===== src/rtl/tile_vector_driver.sv =====
// tile_vector_driver: applies one test vector at a time to a Wokwi microtile.
// It drives the stimulus onto the tile's ui_in, waits SETTLE_CYCLES, samples
// uo_out, compares it under the mask and returns the result. Saturating
// pass/fail counters keep a running tally.
//
// Handshakes: a transfer happens on a rising edge where valid and ready are
// both 1. vec_ready is 1 only in IDLE. rsp_valid stays 1 with rsp_data and
// rsp_mismatch held stable until an edge with rsp_ready=1. Neither valid
// depends combinationally on the opposite ready.
module tile_vector_driver #(
    parameter int SETTLE_CYCLES = 4,
    parameter int CNT_W         = 16
) (
    input  logic             clk,
    input  logic             rst_n,
    input  logic             vec_valid,
    output logic             vec_ready,
    input  logic [7:0]       vec_stim,
    input  logic [7:0]       vec_expect,
    input  logic [7:0]       vec_mask,
    output logic [7:0]       tile_ui_in,
    input  logic [7:0]       tile_uo_out,
    output logic             rsp_valid,
    input  logic             rsp_ready,
    output logic [7:0]       rsp_data,
    output logic             rsp_mismatch,
    input  logic             clr_counts,
    output logic [CNT_W-1:0] pass_count,
    output logic [CNT_W-1:0] fail_count,
    output logic             busy,
    output logic [1:0]       dbg_state
);

    typedef enum logic [1:0] {
        IDLE   = 2'd0,
        SETTLE = 2'd1,
        RESP   = 2'd2
    } state_t;

    // The counter runs from SETTLE_CYCLES-1 down to 0, so the sample edge
    // lands exactly SETTLE_CYCLES edges after the accept edge.
    localparam logic [7:0]       SETTLE_LOAD = 8'(SETTLE_CYCLES - 1);
    localparam logic [CNT_W-1:0] CNT_MAX     = {CNT_W{1'b1}};

    state_t           state_q, state_d;
    logic [7:0]       cnt_q, cnt_d;
    logic [7:0]       expect_q, expect_d;
    logic [7:0]       mask_q, mask_d;
    logic [7:0]       ui_q, ui_d;
    logic [7:0]       rsp_data_q, rsp_data_d;
    logic             rsp_mis_q, rsp_mis_d;
    logic             rsp_valid_q, rsp_valid_d;
    logic [CNT_W-1:0] pass_q, pass_d;
    logic [CNT_W-1:0] fail_q, fail_d;
    logic             sample_mis;

    assign sample_mis = |((tile_uo_out ^ expect_q) & mask_q);

    // Next-state, datapath updates and handshake outputs.
    always_comb begin
        state_d     = state_q;
        cnt_d       = cnt_q;
        expect_d    = expect_q;
        mask_d      = mask_q;
        ui_d        = ui_q;
        rsp_data_d  = rsp_data_q;
        rsp_mis_d   = rsp_mis_q;
        rsp_valid_d = rsp_valid_q;
        pass_d      = pass_q;
        fail_d      = fail_q;
        vec_ready   = 1'b0;

        case (state_q)
            IDLE: begin
                vec_ready = 1'b1;
                if (vec_valid) begin
                    ui_d     = vec_stim;
                    expect_d = vec_expect;
                    mask_d   = vec_mask;
                    cnt_d    = SETTLE_LOAD;
                    state_d  = SETTLE;
                end
            end
            SETTLE: begin
                if (cnt_q == 8'd0) begin
                    rsp_data_d  = tile_uo_out;
                    rsp_mis_d   = sample_mis;
                    rsp_valid_d = 1'b1;
                    state_d     = RESP;
                    if (sample_mis) begin
                        if (fail_q != CNT_MAX) fail_d = fail_q + 1'b1;
                    end else begin
                        if (pass_q != CNT_MAX) pass_d = pass_q + 1'b1;
                    end
                end else begin
                    cnt_d = cnt_q - 8'd1;
                end
            end
            RESP: begin
                if (rsp_ready) begin
                    rsp_valid_d = 1'b0;
                    state_d     = IDLE;
                end
            end
            default: begin
                state_d     = IDLE;
                rsp_valid_d = 1'b0;
            end
        endcase

        // A clear overrides any counter update on the same edge.
        if (clr_counts) begin
            pass_d = '0;
            fail_d = '0;
        end
    end

    // State and datapath registers with synchronous active-low reset.
    always_ff @(posedge clk) begin
        if (!rst_n) begin
            state_q     <= IDLE;
            cnt_q       <= 8'd0;
            expect_q    <= 8'd0;
            mask_q      <= 8'd0;
            ui_q        <= 8'd0;
            rsp_data_q  <= 8'd0;
            rsp_mis_q   <= 1'b0;
            rsp_valid_q <= 1'b0;
            pass_q      <= '0;
            fail_q      <= '0;
        end else begin
            state_q     <= state_d;
            cnt_q       <= cnt_d;
            expect_q    <= expect_d;
            mask_q      <= mask_d;
            ui_q        <= ui_d;
            rsp_data_q  <= rsp_data_d;
            rsp_mis_q   <= rsp_mis_d;
            rsp_valid_q <= rsp_valid_d;
            pass_q      <= pass_d;
            fail_q      <= fail_d;
        end
    end

    assign tile_ui_in   = ui_q;
    assign rsp_valid    = rsp_valid_q;
    assign rsp_data     = rsp_data_q;
    assign rsp_mismatch = rsp_mis_q;
    assign pass_count   = pass_q;
    assign fail_count   = fail_q;
    assign busy         = (state_q != IDLE);
    assign dbg_state    = state_q;

endmodule


===== config.mk =====
export PLATFORM = sky130hd
export DESIGN_NAME = tile_vector_driver
export DESIGN_NICKNAME = d
export VERILOG_FILES = /design/src/rtl/tile_vector_driver.sv
export SDC_FILE = /design/constraint.sdc
export NUM_CORES = 1
export LEC_CHECK = 0
export BUFFER_PORTS_ARGS = -buffer_cell sky130_fd_sc_hd__buf_2
export CAP_MARGIN = 20
export CORE_ASPECT_RATIO = 1.25
export CORE_MARGIN = 2
export CORE_UTILIZATION = 40
export DETAILED_ROUTE_END_ITERATION = 12
export HOLD_SLACK_MARGIN = 0.08
export SETUP_SLACK_MARGIN = 0.02
export SLEW_MARGIN = 20
export SYNTH_ARGS = -nofsm -noshare
export SYNTH_HDL_FRONTEND = slang
export SYNTH_SLANG_ARGS = --single-unit

===== constraint.sdc =====
create_clock -name clk -period 5.4 [get_ports clk]
set_clock_uncertainty 0.15 [all_clocks]
set_input_delay 0.27 -clock clk [delete_from_list [all_inputs] [get_ports clk]]
set_output_delay 0.27 -clock clk [all_outputs]
set_load 0.1 [all_outputs]

* After elaboration in Yosys (flattened, before gate mapping)
Index checks and enable logic that the tools add are counted.
** Operators by class
- Add/subtract/negate cells :: 3
- Equality and inequality tests :: 8
- Multiplexer cells :: 11
- Bitwise operators :: 5
- Reductions and logical operators :: 13
** Operator list (number)
- $add 16x1->16 const B :: 2
- $ne 16x16->1 const B :: 2
- $mux 8 :: 2
- $pmux 8 s2 :: 1
- $reduce_and 3->1 :: 3
- $and 8x8->8 :: 1
- $logic_not 8->1 :: 1
- $ne 2x2->1 const B :: 4
- $reduce_and 4->1 :: 2
- $reduce_or 8->1 :: 1
- $sub 8x1->8 const B :: 1
- $xor 8x8->8 :: 1
- $mux 2 :: 3
- $pmux 2 s3 :: 1
- $reduce_and 2->1 :: 2
- $reduce_bool 2->1 :: 2
- $mux 1 :: 3
- $not 1->1 :: 3
- $pmux 1 s3 :: 1
- $eq 2x1->1 const B :: 1
- $eq 2x2->1 const B :: 1
- $logic_not 2->1 :: 1
- $reduce_or 2->1 :: 1
** Storage, ports and cells
- Bits in registers :: 76
- Output and inout port bits :: 54

* Depth between registers and ports, before layout
- Depth after elaboration :: 5
- Mapped depth :: 9

* Worst setup path after synthesis
Ideal clock, no wire load.
- Path type :: register to output
- Start :: register state_q[0] (netlist: dbg_state[0])
- End :: output busy
- Data arrival time :: 3.094 ns
- Data required time :: 4.980 ns
- Slack :: 1.886 ns
- Stages on the path, launching flop included :: 3
- Cell sequence :: dfxtp_1 nor2_1 inv_1
** On the way
- Word-level cells in the longest chain between the ends :: 1
** Ends and longest elaborated chain
- start, declared :: RTL line 45 : state_t state_q, state_d;
- start signal, assigned :: RTL line 132 : state_q <= state_d;
- $reduce_bool 2->1 :: RTL line 151 : assign busy = (state_q != IDLE);
- end, declared :: RTL line 30 : output logic busy,
Every way passes these cells.

* Worst setup path in the final report
- Start :: register cnt_q[0]
- End :: register fail_q[3] (netlist: fail_count[3])
** On the way
- Word-level cells in the longest chain between the ends :: 2
** Ends and longest elaborated chain
- start, declared :: RTL line 46 : logic [7:0] cnt_q, cnt_d;
- start signal, assigned :: RTL line 133 : cnt_q <= cnt_d;
- $logic_not 8->1 :: RTL line 85 : if (cnt_q == 8'd0) begin
- $reduce_and 4->1 (no source line)
- end signal, assigned :: RTL line 141 : fail_q <= fail_d;
- end, declared :: RTL line 54 : logic [CNT_W-1:0] fail_q, fail_d;
Every way passes these cells.
A chain may end at the register's enable or synchronous reset.

==> results.sh <==
export IMPL_layout_commonest_cell="nand2_1"
export IMPL_r2r_slack_ns=2.64
export IMPL_diodes=0
export IMPL_critPathMaxFanout=14
export IMPL_cp_data_required_time_ns=5.51
export IMPL_pwr_share_seq_pct=40.0
export IMPL_dp_slack_ns=2.66
export IMPL_worst_pin_slew_ns=1.14
export IMPL_fmax_ghz=0.362
export IMPL_die_h_microns=109
export IMPL_outcome="complete, no violations"
export IMPL_place_congestion=0.805
export IMPL_synthTopCellsByArea="dfxtp_1 43%, nand2_1 9.7%, a21boi_0 7.2%"
export IMPL_start_util_pct=41.1
export IMPL_synth_edff_count=0
export IMPL_start_kind="register"
export IMPL_post_cts_resized=0
export IMPL_ant_nets=0
export IMPL_cap_violations=0
export IMPL_yosysSeqAreaShare_pct=42.7
export IMPL_p_leak_nw=1.93
export IMPL_ys_ff_latch=76
export IMPL_rows=38
export IMPL_peakVddDrop_uv=194
export IMPL_dieWidth_microns=88.4
export IMPL_clk_latency_ns=0.35
export IMPL_routed_via_count=3479
export IMPL_setup_tns_ns=0
export IMPL_hold_viol=0
export IMPL_p_int_mw=1.00
export IMPL_syn_nets=470
export IMPL_cts_max_level=3
export IMPL_timing_final_ws_setup_ns=2.64
export IMPL_ctsLongestPathBuffers=2
export IMPL_r2r_cells=7
export IMPL_pwr_share_comb_pct=26.3
export IMPL_yosysTopAreaCell="dfxtp_1"
export IMPL_antenna_found_initial=0
export IMPL_drtPass1Iterations=4
export IMPL_cp_slowest_stage_delay_ns=0.57
export IMPL_post_route_period_util_pct=51.1
export IMPL_drc=0
export IMPL_swShare_pct=35.5
export IMPL_core_area_sq_um=8650
export IMPL_grt_first_pass_wirelength_mm=15.1
export IMPL_critPathSlowestCell="and3_1"
export IMPL_drt_iter0_drc=129
export IMPL_drive_above_1_share_pct=20.8
export IMPL_syn_cell_area_sq_um=3560
export IMPL_port_buffers=90
export IMPL_cts_buffers=9
export IMPL_dieArea_sq_um=9670
export IMPL_dpl_cell_area_sq_um=4070
export IMPL_cts_sinks=76
export IMPL_num_io_pins=91
export IMPL_cts_root_buffer="clkbuf_8"
export IMPL_synth_top_area_share_pct=42.7
export IMPL_setup_viol=0
export IMPL_clkPwrFrac_pct=33.7
export IMPL_synth_area_per_cell_sq_um=8.30
export IMPL_synthCells=429
export IMPL_nNetsFinal=578
export IMPL_min_path_cells=3
export IMPL_area_delta_synth_final_pct=30.1
export IMPL_grt_pass1_vias=3310
export IMPL_power_density_nw_per_um2=336
export IMPL_timing_rr_start="cnt_q[0]"
export IMPL_grt_remaining_overflow=0
export IMPL_synth_cell_type_count=47
export IMPL_cts_hold_buf=32
export IMPL_wire_per_inst_microns=13.9
export IMPL_worstPathArrival_ns=2.87
export IMPL_fin_area_sq_um=4630
export IMPL_min_path_type="in -> reg"
export IMPL_hp_start="rsp_ready"
export IMPL_r2r_end="fail_count[3]"
export IMPL_cts_tree="done"
export IMPL_min_period_ns=2.76
export IMPL_worstSetupPathType="reg -> reg"
export IMPL_drv_slew=0
export IMPL_rsz0062_at_grt="false"
export IMPL_grt_start_max_net_pins=42
export IMPL_relSlewSlack_pct=23.0
export IMPL_cp_end_kind="register"
export IMPL_wl_mm=9.21
export IMPL_synthArstFlopShare_pct=0
export IMPL_ys_flop_type="dfxtp_1"
export IMPL_crit_chain="inv_1 -> ha_1 -> nor3b_2 -> and3_1 -> nand2_1 -> or4_1 -> a21oi_1"
export IMPL_hpwl_mm=5.93
export IMPL_switchingPower_mw=0.552
export IMPL_track_usage_pct=19.7
export IMPL_post_cts_buffers=0
export IMPL_hold_path_end="dbg_state[0]"
export IMPL_viasPerCell=5.26
export IMPL_path_clk_slew_ns=0.08
export IMPL_yosysWarnings=0
export IMPL_mostFrequentLayoutCells="92 x nand2_1, 90 x buf_2, 76 x dfxtp_1"
[sequential cells by signal, summed over array words and instances, names as in the netlist]
name and flops:
fail_count 16, pass_count 16, cnt_q 8, expect_q 8
mask_q 8, rsp_data 8, tile_ui_in 8, dbg_state 2
rsp_mismatch 1, rsp_valid 1
[Yosys cell counts (2+ instances only)]
cell	number
and2_1	4
a22oi_1	4
ha_1	4
nand4_1	10
and4_1	3
xor2_1	14
nor2_1	21
o211ai_1	4
nor3_1	6
a21boi_0	34
mux2i_1	5
inv_1	5
o21ai_0	9
a31oi_1	6
o31ai_1	11
buf_2	2
or4_1	14
dfxtp_1	76
nand2_1	92
a41o_1	6
o21a_1	2
nand3_1	15
a21oi_1	20
or2_2	2
or3_1	3
nor4_1	5
nand2b_1	5
and3_1	5
buf_1	2
clkbuf_1	23
[routing by layer]
layer | up-vias | global-route usage (%) | part of all wire (%)
li1 | 1750 | - | -
met1 | 1630 | 24.1 | 45
met2 | 84 | 33.0 | 49
met3 | 15 | 3.45 | 4.0
met4 | 0 | 9.63 | 2.0
met5 | - | 0 | 0
[kinds of logic after synthesis]
logic type	after synthesis	synth area share [%]
AOI/OAI and AO/OA	103	20.0
xor gates and xnor gates	14	3.44
adders and majority gates	4	1.41
buffers and inverters	32	3.44
DFF	76	42.7
muxes	5	1.41
and+or+nand+nor	195	27.6
[metrics by stage]
step	power, mW	hold slack, ns	util (%)	cells
after floorplan	0.949	0.265	-	429
after global placement	1.02	0.298	47.1	614
after detailed placement	1.03	0.307	47.1	614
after CTS	1.57	0.121	53.5	662
after global routing	1.62	0.143	53.5	662
final	1.56	0.136	53.5	662
[cell type report]
cell class                      instances  area [sq um]
Timing Repair Buffer                  124           786
Multi-Input combinational cell        321          1920
Clock inverter                          7           115
Clock buffer                            9           124
Tap cell                              120           150
Fill cell                             869          4020
Inverter                                5          18.8
Sequential cell                        76          1520
[how the worst max path moves through the flow]
stage | startpoint | endpoint | cells past startpoint
final | cnt_q[0] | fail_count[3] | 7
after global routing | cnt_q[0] | fail_count[3] | 7
after CTS | cnt_q[0] | fail_count[3] | 7
after floorplan | dbg_state[0] | busy | 2
after detailed placement | cnt_q[0] | fail_count[3] | 7
after global placement | cnt_q[0] | fail_count[3] | 7
[power by group through the flow]
stage,logic [mW],clock network [mW],registers [mW]
after floorplan,0.204,0,0.745
after global placement,0.387,0,0.633
after detailed placement,0.391,0,0.634
after CTS,0.410,0.535,0.622
after global routing,0.445,0.552,0.627
final,0.409,0.525,0.621
[worst max-delay path, delay by kind of cell (launching register included)]
family	cells	cell delay, ns
buf+inv	1	0.09
fa+ha+maj	1	0.14
simple gates	4	1.81
compound gates	1	0.15
flops	1	0.34
Note: power is estimated with default switching activity, not from simulation.
